## config.mk

```make
export PLATFORM = sky130hd
export DESIGN_NAME = mux_select_sequencer
export DESIGN_NICKNAME = d
export VERILOG_FILES = /design/src/rtl/mux_select_sequencer.sv
export SDC_FILE = /design/constraint.sdc
export NUM_CORES = 1
export LEC_CHECK = 0
export ABC_AREA = 1
export BUFFER_PORTS_ARGS = -buffer_cell sky130_fd_sc_hd__buf_2
export CAP_MARGIN = 20
export CORE_MARGIN = 5
export CORE_UTILIZATION = 35
export DETAILED_ROUTE_END_ITERATION = 10
export SLEW_MARGIN = 0
export SYNTH_ARGS = -nofsm -noshare
export SYNTH_HDL_FRONTEND = slang
export SYNTH_SLANG_ARGS = --single-unit
export TNS_END_PERCENT = 30
```

## constraint.sdc

```tcl
create_clock -name i_clk -period 1.65 [get_ports i_clk]
set_input_delay 0.33 -clock i_clk [delete_from_list [all_inputs] [get_ports i_clk]]
set_output_delay 0.33 -clock i_clk [all_outputs]
set_load 0.005 [all_outputs]
```

## src/rtl/mux_select_sequencer.sv

```systemverilog
// rtl/mux_select_sequencer.sv - select sequencer and frame sampler for a 3-to-1 bit mux
//
// Steps the mux select through channels 0, 1 and 2, holding each channel for
// DWELL cycles. At the end of each dwell it samples the fed-back mux output,
// so that every three dwells a 3-bit frame is assembled. It can run a single
// frame or scan continuously until a stop request is seen.
//
// Ports:
//   i_clk          clock, rising edge
//   i_rst_n        asynchronous active-low reset
//   i_start        one-cycle scan request, accepted only when idle
//   i_stop         end scanning once the current frame completes
//   i_mode         0 = single frame, 1 = continuous (latched on start)
//   i_mux_out      mux output fed back for sampling
//   o_sel          mux select, 0..2
//   o_sample       frame register, bit n = sample taken while o_sel == n
//   o_frame_valid  one-cycle pulse when o_sample holds a new complete frame
//   o_busy         high while scanning

module mux_select_sequencer #(
  parameter int DWELL = 4,
  parameter int CNT_W = 8
) (
  input  logic       i_clk,
  input  logic       i_rst_n,
  input  logic       i_start,
  input  logic       i_stop,
  input  logic       i_mode,
  input  logic       i_mux_out,
  output logic [1:0] o_sel,
  output logic [2:0] o_sample,
  output logic       o_frame_valid,
  output logic       o_busy
);

  typedef enum logic {
    ST_IDLE = 1'b0,
    ST_SCAN = 1'b1
  } state_t;

  localparam logic [CNT_W-1:0] DWELL_LAST = CNT_W'(DWELL - 1);

  state_t           state;
  logic [CNT_W-1:0] cnt;
  logic             mode_q;
  logic             stop_flag;

  always_ff @(posedge i_clk or negedge i_rst_n) begin
    if (!i_rst_n) begin
      state         <= ST_IDLE;
      cnt           <= '0;
      mode_q        <= 1'b0;
      stop_flag     <= 1'b0;
      o_sel         <= 2'd0;
      o_sample      <= 3'b000;
      o_frame_valid <= 1'b0;
      o_busy        <= 1'b0;
    end else begin
      o_frame_valid <= 1'b0;
      case (state)
        ST_IDLE: begin
          o_sel  <= 2'd0;
          o_busy <= 1'b0;
          // A simultaneous stop vetoes the start.
          if (i_start && !i_stop) begin
            state     <= ST_SCAN;
            cnt       <= '0;
            o_busy    <= 1'b1;
            mode_q    <= i_mode;
            stop_flag <= 1'b0;
          end
        end

        ST_SCAN: begin
          if (i_stop) begin
            stop_flag <= 1'b1;
          end

          if (cnt == DWELL_LAST) begin
            cnt <= '0;
            case (o_sel)
              2'd0:    o_sample[0] <= i_mux_out;
              2'd1:    o_sample[1] <= i_mux_out;
              default: o_sample[2] <= i_mux_out;
            endcase

            if (o_sel == 2'd2) begin
              o_sel         <= 2'd0;
              o_frame_valid <= 1'b1;
              // A stop arriving on the wrap edge itself still ends this frame.
              if (!mode_q || stop_flag || i_stop) begin
                state     <= ST_IDLE;
                o_busy    <= 1'b0;
                stop_flag <= 1'b0;
              end
            end else begin
              o_sel <= o_sel + 2'd1;
            end
          end else begin
            cnt <= cnt + CNT_W'(1);
          end
        end

        default: begin
          state <= ST_IDLE;
        end
      endcase
    end
  end

endmodule
```

==> results of run 1 <==
[cells in the final DEF (no fill, tap or decap), drive strengths merged]
cell type and n:
inv 13, nor2 11, nand2 38, ha 1, clkbuf 4, nor3 1
dfrtp 18, a21oi 2, nand4 4, o21ai 8, a22o 1, buf 12
xnor2 1, xor2 2, nand3b 1, dlygate4sd3 1, nand3 15
[registers in the layout, indices dropped and copies added (netlist names)]
| register | count |
|---|---|
| cnt | 8 |
| mode_q | 1 |
| o_sel | 2 |
| o_frame_valid | 1 |
| o_sample | 3 |
| state | 1 |
| o_busy | 1 |
| stop_flag | 1 |
[cells by family (layout without fill, tap and decap cells)]
group	Yosys count	count (layout)	share of synthesized area
AOI/OAI and AO/OA	11	11	0.0673
buffers and inverters	16	30	0.0740
adders and majority gates	1	1	0.0135
and+or+nand+nor	70	70	0.332
xor gates and xnor gates	3	3	0.0283
DFF	18	18	0.485
[area by class of cell]
class	count	area, µm²	area share
flip-flops and latches	18	450	0.428
multi-input cells	85	410	0.390
repair buffers	13	70.1	0.0665
inverters	13	48.8	0.0463
well taps	30	37.5	0.0356
clock buffers	4	36.3	0.0344
[final timing paths]
kind / cells past startpoint / startpoint / to
min reg2reg: 2 / o_sample[2] / o_sample[2]
max reg2reg: 6 / cnt[0] / o_sample[0]
max in group asynchronous: 2 / i_rst_n / o_sample[1]
min in group asynchronous: 2 / i_rst_n / cnt[7]
min: 3 / i_mode / mode_q
max: 6 / cnt[0] / o_sample[0]
[metal layers]
layer | wire length (µm) | up-vias
met2 | 925 | 16
met1 | 864 | 354
met4 | 21 | 0
met5 | 0 | -
li1 | - | 411
met3 | 65 | 4
[metrics by stage]
| step | worst slack [ns] | utilization | total power [mW] | instances |
|---|---|---|---|---|
| 6_report | 0.193 | 0.421 | 1.77 | 163 |
| 5_1_grt | 0.0540 | 0.421 | 1.95 | 163 |
| 4_1_cts | 0.205 | 0.421 | 1.79 | 163 |
| 3_5_place_dp | 0.231 | 0.403 | 1.51 | 158 |
| 3_3_place_gp | 0.278 | 0.403 | 1.49 | 158 |
| 2_1_floorplan | 0.387 | - | 1.32 | 119 |
[tightest hold or removal path, stage by stage]
cell	delay, ns
buf_2	0.09
inv_1	0.04
o21ai_0	0.08
[timing repair]
item	4_1_cts	5_1_grt
resized for setup	0	0
hold endpoints to repair	18	0
buffers inserted	0	0
hold buffers	1	0
[power by group through the flow]
stage / Combinational [mW] / Sequential [mW] / Clock, mW
after floorplan: 0.552 / 0.770 / 0
after global placement: 0.635 / 0.851 / 0
after detailed placement: 0.646 / 0.861 / 0
after CTS: 0.650 / 0.851 / 0.286
after global routing: 0.757 / 0.896 / 0.298
final: 0.641 / 0.853 / 0.274
==> flow_metrics.env, run 1 <==
export IMPL_worstSetupPathType="reg2reg"
export IMPL_worstPathCellList="ha_1 > nand3_2 > nor2_4 > nand3_1 > nand2_1 > nand2_1"
export IMPL_pwr_share_clk=0.155
export IMPL_cts_tree="done"
export IMPL_yosysWarnings=0
export IMPL_p_int_mw=1.02
export IMPL_synthesis_area_um2=930
export IMPL_htree_levels=1
export IMPL_io_buffers=12
export IMPL_ys_seq_area_frac=0.485
export IMPL_design_core_area_um2=2500
export IMPL_maxCapViolCount=0
export IMPL_cts_root_buf="clkbuf_4"
export IMPL_ys_ff_latch=18
export IMPL_setup_viol=0
export IMPL_dr_pass1_iters=4
export IMPL_cp_num_buf_inv=0
export IMPL_fillers=267
export IMPL_routed_wl_um=1880
export IMPL_die_area_um2=3790
export IMPL_drt_iter0_drc=28
export IMPL_crit_fanout=8
export IMPL_path_delay_family="simple AND/OR/NAND/NOR gates"
export IMPL_period_minus_slack_ns=1.46
export IMPL_slew_limit_headroom=0.657
export IMPL_design_area_um2=1050
export IMPL_start_util=0.372
export IMPL_synth_edff_count=0
export IMPL_clkLatencyLatePin_ns=0.30
export IMPL_place_area_um2=1010
export IMPL_antenna_found_initial=0
export IMPL_cp_arrival_ns=1.64
export IMPL_synth_commonest_cells="38 x nand2_1, 18 x dfrtp_1, 14 x nand3_1"
export IMPL_gp_congestion=0.854
export IMPL_synth_area_leader_cell="dfrtp_1"
export IMPL_synthTopCellsByArea="dfrtp_1 48%, nand2_1 15%, nand3_1 7.5%, inv_1 4.8%, nor2_1 4.0%"
export IMPL_met1_usage=0.149
export IMPL_cp_slowest_cell="dfrtp_1"
export IMPL_holdWs_ns=0.293
export IMPL_synth_nets=126
export IMPL_nNetsFinal=141
export IMPL_max_freq_mhz=686
export IMPL_grt_overflow=0
export IMPL_status="completed"
export IMPL_reg2reg_setup_slack_ns=0.19
export IMPL_avgSynthCellArea_um2=7.81
export IMPL_area_delta_synth_final_pct=13.3
export IMPL_tightest_slew_ns=0.515
export IMPL_synthArstFlopShare=1.00
export IMPL_synthMostInstantiatedCell="nand2_1"
export IMPL_seq_power_share=0.483
export IMPL_final_setup_tns_ns=0
export IMPL_routed_via_count=785
export IMPL_drive_above_1_share=0.150
export IMPL_clockBufferDepth=2
export IMPL_via_per_inst=4.82
export IMPL_grt_pass1_wl_um=3280
export IMPL_vdd_drop_max_uv=850
export IMPL_crit_path_end_kind="register"
export IMPL_leakagePower_nw=0.535
export IMPL_start_kind="register"
export IMPL_track_usage=0.118
export IMPL_grt_setup_unrepaired="no"
export IMPL_synth_cells=119
export IMPL_busiest_layer="met2"
export IMPL_grt_start_max_net_pins=19
export IMPL_yosys_area_top_type_share=0.485
export IMPL_hold_viol_final=0
export IMPL_worstPathRequired_ns=1.84
export IMPL_p_switching_mw=0.743
export IMPL_antenna_cells=0
export IMPL_ant_nets=0
export IMPL_use_met2=0.193
export IMPL_switching_share=0.421
export IMPL_die_h_um=61.5
export IMPL_drv_slew=0
export IMPL_path_clk_slew_ns=0.11
export IMPL_cp_common_cell="nand2_1"
export IMPL_post_drt_wl_per_cell_um=11.5
export IMPL_numCtsBuffers=3
export IMPL_grt_pass1_vias=755
export IMPL_hp_class="in2reg"
export IMPL_cts_sinks=18
export IMPL_synth_distinct_cells=22
export IMPL_drc=0
export IMPL_io_pins=13
export IMPL_grtUsageMet3=0.0189
export IMPL_synthFlopType="dfrtp_1"
export IMPL_clock_skew_ns=0.0110
export IMPL_p_comb_frac=0.362
export IMPL_powerDensity_nw_per_um2=1680
export IMPL_num_rows=18
export IMPL_hpwl_um=1340
export IMPL_fin_crit_sh=0.883
export IMPL_critPathMaxStageDelay_ns=0.44
export IMPL_die_x_um=61.5
No activity file was read; power rests on OpenSTA's default activity.
==> run 2, diff against run 1 <==
--- a/config.mk
+++ b/config.mk
@@ -11,6 +11,7 @@
 export CORE_MARGIN = 5
 export CORE_UTILIZATION = 35
 export DETAILED_ROUTE_END_ITERATION = 10
+export PLACE_DENSITY_LB_ADDON = 0.3
 export SLEW_MARGIN = 0
 export SYNTH_ARGS = -nofsm -noshare
 export SYNTH_HDL_FRONTEND = slang
==> run 2 against run 1 <==
  * Worst hold slack lost 0.0089 ns
  * Sequential power hardly changed
  * Non-clock buffer count did not move
  * Utilization unchanged
  * First-iteration DRC count is 11% lower
  * Critical path depth unchanged
  * Global-route usage down 0.51 points
  * Die area unchanged
  * Setup slack improved by 0.0042 ns
  * Critical path type unchanged
  * Critical endpoint unchanged
  * Highest routed layer unchanged
==> flow_metrics.env, run 2 (synthesized netlist as in run 1, its figures left out) <==
export IMPL_io_buffers=12
export IMPL_fin_crit_sh=0.881
export IMPL_start_kind="register"
export IMPL_design_area_um2=1050
export IMPL_p_int_mw=1.02
export IMPL_routed_wl_um=1850
export IMPL_grt_start_max_net_pins=19
export IMPL_design_core_area_um2=2500
export IMPL_io_pins=13
export IMPL_htree_levels=1
export IMPL_clkLatencyLatePin_ns=0.29
export IMPL_vdd_drop_max_uv=842
export IMPL_nNetsFinal=141
export IMPL_antenna_found_initial=0
export IMPL_die_h_um=61.5
export IMPL_switching_share=0.422
export IMPL_crit_path_end_kind="register"
export IMPL_grt_pass1_wl_um=3170
export IMPL_cts_root_buf="clkbuf_4"
export IMPL_grt_overflow=0
export IMPL_post_drt_wl_per_cell_um=11.3
export IMPL_ant_nets=0
export IMPL_tightest_slew_ns=0.525
export IMPL_cts_sinks=18
export IMPL_cts_tree="done"
export IMPL_status="completed"
export IMPL_routed_via_count=789
export IMPL_num_rows=18
export IMPL_area_sequential_um2=450
export IMPL_hpwl_um=1330
export IMPL_top_regs="cnt x8, o_sample x3, o_sel x2"
export IMPL_track_usage=0.113
export IMPL_worstPathRequired_ns=1.84
export IMPL_powerDensity_nw_per_um2=1680
export IMPL_period_minus_slack_ns=1.45
export IMPL_dr_pass1_iters=4
export IMPL_drive_above_1_share=0.150
export IMPL_hp_class="in2reg"
export IMPL_path_clk_slew_ns=0.11
export IMPL_drt_iter0_drc=25
export IMPL_area_delta_synth_final_pct=13.3
export IMPL_grt_setup_unrepaired="no"
export IMPL_die_area_um2=3790
export IMPL_die_x_um=61.5
export IMPL_max_freq_mhz=688
export IMPL_p_switching_mw=0.747
export IMPL_start_util=0.372
export IMPL_post_route_util=0.421
export IMPL_gp_congestion=0.886
export IMPL_clockBufferDepth=2
export IMPL_pwr_share_clk=0.154
export IMPL_largest_reg_flops=8
export IMPL_slew_limit_headroom=0.650
export IMPL_placed_cells=158
export IMPL_clock_skew_ns=0.00388
export IMPL_layout_commonest_cell="nand2_1"
export IMPL_largest_register="cnt"
export IMPL_maxCapViolCount=0
export IMPL_grt_pass1_vias=723
export IMPL_drc=0
export IMPL_drv_slew=0
export IMPL_worstSetupPathType="reg2reg"
export IMPL_crit_fanout=8
export IMPL_final_cells=163
export IMPL_hold_viol_final=0
export IMPL_leakagePower_nw=0.535
export IMPL_fillers=261
export IMPL_numCtsBuffers=3
export IMPL_via_per_inst=4.84
export IMPL_seq_power_share=0.481
export IMPL_place_area_um2=1010
export IMPL_final_cell_mix="38 x nand2_1, 18 x dfrtp_1, 14 x nand3_1, 12 x inv_1, 12 x buf_2"
export IMPL_p_comb_frac=0.364
export IMPL_cp_arrival_ns=1.65
export IMPL_antenna_cells=0
export IMPL_final_setup_tns_ns=0
export IMPL_setup_viol=0
export IMPL_multi_input_area_um2=410
## run 2: routing by layer
metal  share of wire  GRT usage
met1            0.49      0.158
met2            0.45      0.164
met3           0.040     0.0189
met4           0.016     0.0636
met5               0          0
## run 2: worst max-delay path, cell delays in order (launching register included)
cell and delay (ns):
dfrtp_1 0.45, ha_1 0.32, nand3_2 0.14, nor2_4 0.20
nand3_1 0.11, nand2_1 0.09, nand2_1 0.04
## run 2: per-stage QoR
stage | setup WS (ns) | hold slack, ns | total power, mW
floorplan | 0.387 | 0.0344 | 1.32
global route | 0.0740 | 0.301 | 1.93
CTS | 0.198 | 0.283 | 1.78
detailed placement | 0.220 | 0.284 | 1.50
global placement | 0.273 | 0.278 | 1.49
finish | 0.197 | 0.284 | 1.77
## run 2: area by class of cell
class / count / share of cell area
clock buffers: 4 / 0.0344
inverters: 13 / 0.0463
multi-input cells: 85 / 0.390
flip-flops and latches: 18 / 0.428
well taps: 30 / 0.0356
repair buffers: 13 / 0.0665
## run 2: final timing paths
| path | start | to | slack, ns | cells past startpoint |
|---|---|---|---|---|
| worst max register to register | cnt[0] | o_sample[0] | 0.20 | 6 |
| min in group asynchronous | i_rst_n | cnt[7] | 0.48 | 2 |
| max in group asynchronous | i_rst_n | o_sample[0] | 0.89 | 2 |
| worst min register to register | o_sample[1] | o_sample[1] | 0.48 | 2 |
| worst min-delay path | i_mode | mode_q | 0.28 | 3 |
| worst max-delay path | cnt[0] | o_sample[0] | 0.20 | 6 |
## run 2: power groups by stage
stage | sequential [mW] | combinational, mW | clock, mW
2_1_floorplan | 0.770 | 0.552 | 0
3_3_place_gp | 0.856 | 0.639 | 0
3_5_place_dp | 0.855 | 0.649 | 0
4_1_cts | 0.846 | 0.654 | 0.281
5_1_grt | 0.886 | 0.749 | 0.298
6_report | 0.852 | 0.645 | 0.273
## run 2: timing repair
action	4_1_cts	5_1_grt
gates resized for setup	0	0
endpoints found under the setup margin	0	0
endpoints found under the hold margin	18	0
hold buffers	1	0
setup buffers	0	0
